<file path="src/rtl/fetch_queue.sv">
// fetch_queue: instruction prefetch queue between the PC / instruction memory
// and the IF/ID register. Keeps a single fetch request outstanding to a
// handshaked memory, buffers up to DEPTH words, each tagged with its PC+4,
// and hands them to ID in order over a valid/ready interface. A redirect from
// ID flushes the queue and restarts fetch at the target. Any response that is
// still in flight at that point is thrown away.
//
// Optional build macro: FETCH_QUEUE_BYPASS_EN. When it is defined and the
// queue is empty, an acked word is forwarded to deq_* in the same cycle.
//
// Ports:
//   clk, rst_n         clock (rising edge), asynchronous active-low reset
//   redirect           flush the queue and restart fetch at redirect_pc
//   redirect_pc        new fetch address
//   imem_req           fetch request, stays high until imem_ack
//   imem_addr          fetch address, held stable while imem_req=1
//   imem_ack           memory response valid (meaningful while imem_req=1)
//   imem_rdata         instruction word returned with imem_ack
//   deq_valid          head entry available
//   deq_ready          ID accepts the head entry
//   deq_instr          head instruction word
//   deq_pc_plus4       head entry's fetch address + 4
//   count              current occupancy

module fetch_queue #(
    parameter int          DEPTH    = 4,
    parameter logic [31:0] RESET_PC = 32'h0000_0000
) (
    input  logic                       clk,
    input  logic                       rst_n,
    input  logic                       redirect,
    input  logic [31:0]                redirect_pc,
    output logic                       imem_req,
    output logic [31:0]                imem_addr,
    input  logic                       imem_ack,
    input  logic [31:0]                imem_rdata,
    output logic                       deq_valid,
    input  logic                       deq_ready,
    output logic [31:0]                deq_instr,
    output logic [31:0]                deq_pc_plus4,
    output logic [$clog2(DEPTH+1)-1:0] count
);

    localparam int PW = $clog2(DEPTH);
    localparam int CW = $clog2(DEPTH+1);
    localparam logic [CW-1:0] FULL = CW'(DEPTH);

    typedef enum logic [1:0] {IDLE, WAIT, DROP} state_t;

    state_t        state;
    logic [31:0]   fetch_pc;
    logic [31:0]   req_addr;
    logic [PW-1:0] wr_ptr;
    logic [PW-1:0] rd_ptr;
    logic [31:0]   instr_q [DEPTH];
    logic [31:0]   pc4_q   [DEPTH];

    logic          ack_ok;
    logic          enq;
    logic          deq;
    logic [CW-1:0] next_count;

    assign imem_addr = req_addr;

    // A response that is wanted and not overridden by a redirect.
    assign ack_ok = (state == WAIT) && imem_ack && !redirect;

    // Only stored entries are dequeued. A bypassed word is not counted here.
    assign deq = (count != '0) && deq_ready && !redirect;

`ifdef FETCH_QUEUE_BYPASS_EN
    logic bypass;

    // When the queue is empty, the arriving word goes straight to the head.
    assign bypass       = ack_ok && (count == '0);
    assign deq_valid    = (count != '0) || bypass;
    assign deq_instr    = bypass ? imem_rdata : instr_q[rd_ptr];
    assign deq_pc_plus4 = bypass ? (req_addr + 32'd4) : pc4_q[rd_ptr];
    assign enq          = ack_ok && !(bypass && deq_ready);
`else
    assign deq_valid    = (count != '0);
    assign deq_instr    = instr_q[rd_ptr];
    assign deq_pc_plus4 = pc4_q[rd_ptr];
    assign enq          = ack_ok;
`endif

    // Occupancy after this cycle's enqueue/dequeue. It decides whether WAIT
    // can issue the next request back-to-back.
    always_comb begin
        next_count = count;
        if (enq && !deq)
            next_count = count + CW'(1);
        else if (!enq && deq)
            next_count = count - CW'(1);
    end

    // Queue storage, pointers and the fetch FSM. A redirect overrides
    // everything else: the same-cycle enqueue and dequeue are dropped, and an
    // unacked request is kept on the bus until it can be discarded in DROP.
    always_ff @(posedge clk or negedge rst_n) begin
        if (!rst_n) begin
            state    <= IDLE;
            imem_req <= 1'b0;
            count    <= '0;
            wr_ptr   <= '0;
            rd_ptr   <= '0;
            fetch_pc <= RESET_PC;
            req_addr <= RESET_PC;
            for (int i = 0; i < DEPTH; i++) begin
                instr_q[i] <= 32'd0;
                pc4_q[i]   <= 32'd0;
            end
        end else if (redirect) begin
            count    <= '0;
            wr_ptr   <= '0;
            rd_ptr   <= '0;
            fetch_pc <= redirect_pc;
            case (state)
                WAIT: begin
                    if (imem_ack) begin
                        state    <= IDLE;
                        imem_req <= 1'b0;
                    end else begin
                        state    <= DROP;
                    end
                end
                DROP:    state <= DROP;
                default: state <= IDLE;
            endcase
        end else begin
            if (enq) begin
                instr_q[wr_ptr] <= imem_rdata;
                pc4_q[wr_ptr]   <= req_addr + 32'd4;
                wr_ptr          <= wr_ptr + PW'(1);
            end
            if (deq)
                rd_ptr <= rd_ptr + PW'(1);
            count <= next_count;

            case (state)
                IDLE: begin
                    if (count < FULL) begin
                        state    <= WAIT;
                        imem_req <= 1'b1;
                        req_addr <= fetch_pc;
                        fetch_pc <= fetch_pc + 32'd4;
                    end
                end
                WAIT: begin
                    if (imem_ack) begin
                        if (next_count < FULL) begin
                            req_addr <= fetch_pc;
                            fetch_pc <= fetch_pc + 32'd4;
                        end else begin
                            state    <= IDLE;
                            imem_req <= 1'b0;
                        end
                    end
                end
                DROP: begin
                    if (imem_ack) begin
                        state    <= IDLE;
                        imem_req <= 1'b0;
                    end
                end
                default: begin
                    state    <= IDLE;
                    imem_req <= 1'b0;
                end
            endcase
        end
    end

endmodule

</file>
<file path="config.mk">
export PLATFORM = sky130hd
export DESIGN_NAME = fetch_queue
export DESIGN_NICKNAME = d
export VERILOG_FILES = /design/src/rtl/fetch_queue.sv
export SDC_FILE = /design/constraint.sdc
export NUM_CORES = 1
export LEC_CHECK = 0
export ABC_AREA = 0
export BUFFER_PORTS_ARGS = -buffer_cell sky130_fd_sc_hd__clkbuf_2
export CAP_MARGIN = 20
export CORE_AREA = 4 4 179 181
export CTS_CLUSTER_SIZE = 14
export DETAILED_ROUTE_END_ITERATION = 7
export DIE_AREA = 0 0 183 185
export GPL_ROUTABILITY_DRIVEN = 1
export PLACE_DENSITY = 0.75
export SLEW_MARGIN = 15
export SYNTH_ARGS = -nofsm -noshare
export SYNTH_HDL_FRONTEND = slang
export SYNTH_SLANG_ARGS = --single-unit
</file>
<file path="constraint.sdc">
create_clock -name clk -period 2.2 [get_ports clk]
set_input_delay 0.44 -clock clk [delete_from_list [all_inputs] [get_ports clk]]
set_output_delay 0.44 -clock clk [all_outputs]
set_load 0.05 [all_outputs]
</file>
==> flow_metrics.py <==
metrics = {
    "status": {
        "status": "finished, violations left",
        "violations": "negative setup slack",
    },
    "global_route": {
        "grt_pass1_vias": 11649,
        "grt_max_degree": 64,
        "grt_overflow": 0,
        "antenna_found_initial": 1,
        "grtUsageTotal_pct": 23.4,
        "grt_pass1_wl_um": 63700,
    },
    "layout": {
        "diodes": 0,
        "instances_no_fill": 1901,
        "drive_above_1_share_pct": 46.0,
        "layout_common_cells": "dfrtp_1, mux2_2, nand2_1",
        "area_growth_pct": 33.5,
        "final_common_cell": "dfrtp_1",
        "nNetsFinal": 1560,
        "fin_util_pct": 66.4,
        "final_area_mm2": 0.0202,
    },
    "timing": {
        "hold_violations": 0,
        "skew_ps": 11.7,
        "worstMarginPinSlew_ps": 514,
        "maxSlewViolCount": 0,
        "setup_viol": 129,
        "fin_tns_setup_ps": -27300,
        "setup_ws_ps": -299,
        "finalCriticalPeriod_ps": 2500,
        "rsz0062_at_grt": "yes",
        "slew_headroom_pct": 65.5,
        "fin_crit_sh_pct": 114,
        "fmax_mhz": 400,
    },
    "worst_setup_path": {
        "reg2reg_from": "count[0]$_DFFE_PN0P_",
        "startpoint": "count[0]$_DFFE_PN0P_",
        "r2r_cells": 11,
        "cp-start-kind": "flip-flop",
        "critPathRequiredTime_ps": 2600,
        "path_cells": "inv_2 > ha_4 > nand2b_4 > buf_4 > nand4_1 > buf_4 > and4_4 > buf_6 > nor4_4 > xor2_1 > mux2_2",
        "critPathSlowestCell": "dfrtp_2",
        "end_kind": "flip-flop",
        "cp_common_cell": "buf_4",
        "critPathMaxStageDelay_ps": 400,
        "critPathMaxFanout": 8,
        "r2r-end": "fetch_pc[24]$_DFFE_PN0P_",
        "crit_type": "flip-flop to flip-flop",
        "r2r_slack_ps": -300,
        "critical_path_arrival_ps": 2900,
    },
    "synth": {
        "ys_async_sr_fraction_pct": 100,
        "synth_warnings": 0,
        "synth_flop_cell": "dfrtp_1",
        "ys_types": 56,
        "synth_edf_count": 0,
        "synth_seq_cells": 330,
        "synth_area_leader_cell": "dfrtp_1",
        "syn_area_per_cell_um2": 12.7,
        "synthesis.nets": 1276,
        "netlist_area_mm2": 0.0151,
        "ys_seq_area_share_pct": 54.6,
        "synth_area_leaders": "dfrtp_1, mux2_2, mux4_2",
        "synthDominantCellAreaShare_pct": 54.6,
        "netlist_instances": 1195,
    },
    "drt": {
        "routed_via_density": 5.75,
        "first_iter_violations": 620,
        "wirelength_um": 39800,
        "post_drt_wl_per_cell_um": 20.9,
        "drtAntennaViolNets": 0,
        "vias": 10936,
        "drt-pass1-iter-count": 5,
        "drc": 0,
    },
    "floorplanning": {
        "die_x_um": 183,
        "fp-row-count": 64,
        "dieArea_mm2": 0.0339,
        "ios": 170,
        "core-area_mm2": 0.0304,
        "start_util_pct": 49.7,
        "die_h_um": 185,
    },
    "cts": {
        "clk_latency_ps": 520,
        "clockBufferDepth": 3,
        "cts.clk_slew.worst_paths_ps": 60,
        "cts_tree": "done",
        "clock_sinks": 330,
        "htree_levels": 2,
        "cts-buffers-inserted": 37,
        "cts-root-buf": "clkbuf_16",
    },
    "power_and_ir_drop": {
        "swShare_pct": 40.2,
        "internal-power_w": 0.0181,
        "power.switching_w": 0.0122,
        "combPwrFrac_pct": 50.7,
        "pwr-share-seq_pct": 29.3,
        "p_clk_share_pct": 20.1,
        "power.leakage_nw": 9.14,
        "power.density_mw_per_mm2": 1500,
        "peakVddDrop_mv": 1.06,
    },
    "worst_hold_path": {
        "hold_start": "redirect_pc[23]",
        "hold_class": "primary input to flip-flop",
        "whs_endpoint": "fetch_pc[23]$_DFFE_PN0P_",
        "whs_path_depth": 3,
    },
    "place": {
        "gp_congestion": 0.909,
        "dp_hpwl_um": 25100,
        "placed_cell_area_mm2": 0.0175,
        "placedCellCount": 1791,
        "portBuffers": 169,
    },
    "flow_run": {
        "drv_cap": 0,
    },
}
[how the worst max path moves through the flow]
stage,depth (start not counted),endpoint,slack (ps)
2_1_floorplan,9,fetch_pc[12]$_DFFE_PN0P_,-290
3_3_place_gp,8,imem_addr[9]$_DFFE_PN0P_,-390
3_5_place_dp,8,imem_addr[21]$_DFFE_PN0P_,-470
4_1_cts,4,deq_pc_plus4[1],-310
5_1_grt,11,fetch_pc[24]$_DFFE_PN0P_,-410
6_report,11,fetch_pc[24]$_DFFE_PN0P_,-300
[state kept, by name (all words and copies together), names as in the netlist]
name and count:
pc4_q 128, wr_ptr 2, imem_req 1, count 3, rd_ptr 2, fetch_pc 32
instr_q 128, imem_addr 32, state 2
[per-layer routing]
| layer | share of wire [%] | global-route usage [%] | up-vias | wire length [um] |
|---|---|---|---|---|
| li1 | - | - | 4898 | - |
| met5 | 0.018 | 0 | - | 7 |
| met1 | 43 | 32.8 | 5629 | 17000 |
| met2 | 49 | 38.3 | 337 | 19500 |
| met3 | 6.0 | 4.50 | 70 | 2390 |
| met4 | 2.2 | 5.90 | 2 | 883 |
[worst max-delay path, delay by kind of cell (launching register included)]
| kind | cells | cell delay [ps] |
|---|---|---|
| multiplexers | 1 | 270 |
| buffers and inverters | 4 | 560 |
| adder cells (fa/ha/maj) | 1 | 160 |
| AND/OR/NAND/NOR | 4 | 860 |
| XOR/XNOR | 1 | 130 |
| flip-flops | 1 | 400 |
[cells in the mapped netlist, types with 5 or more instances]
library cell,instances
a31oi_1,6
nand3_1,28
o21ai_0,123
dfrtp_1,330
mux4_2,64
xnor2_1,27
o21ai_1,8
nand4_1,19
ha_1,12
and4_1,7
nor4_1,15
nand2_1,161
or4_1,5
nor2_1,28
buf_6,8
xor2_1,28
mux2_2,178
nor3_1,6
and3_1,12
clkbuf_1,51
inv_1,15
buf_1,12
[cell type report]
cell class                 instances  area, um^2
clock buffer                      53        1040
clock inverter                    12         165
fill                            2132       10200
inverter                          15        58.8
multi-input combinational        776        6970
sequential                       330        8280
tap                              396         495
timing repair buffer             319        3200
[repair_timing]
action                                  in CTS  in global routing
hold endpoints to repair                    38                  0
pin swaps                                   42                 32
setup buffers                               27                 11
hold buffers                                 1                  0
gates resized for setup                    189                 90
gates cloned                                 7                  2
endpoints found under the setup margin     128                159
[metrics by stage]
stage               total power [W]  worst slack, ps  hold slack [ps]
finish                       0.0303             -299              135
global route                 0.0316             -407              148
CTS                          0.0294             -311              124
floorplan                    0.0174             -290              144
detailed placement           0.0209             -473              374
global placement             0.0205             -394              364
[cells by family (layout without fill, tap and decap cells)]
group	count (synthesis)	after routing	share of synthesized area, %
fa+ha+maj	14	14	1.12
flops	330	330	54.6
simple gates	301	303	9.62
buf+inv	91	399	2.72
compound gates	158	158	5.72
mux	246	246	23.1
xor+xnor	55	55	3.18
[power by group through the flow]
| stage | sequential [W] | clock (W) | combinational (W) |
|---|---|---|---|
| 3_3_place_gp | 0.00881 | 0 | 0.0117 |
| 2_1_floorplan | 0.00975 | 0 | 0.00761 |
| 6_report | 0.00887 | 0.00608 | 0.0154 |
| 5_1_grt | 0.00906 | 0.00646 | 0.0161 |
| 3_5_place_dp | 0.00893 | 0 | 0.0119 |
| 4_1_cts | 0.00881 | 0.00618 | 0.0144 |
(Power assumes the default switching activity.)
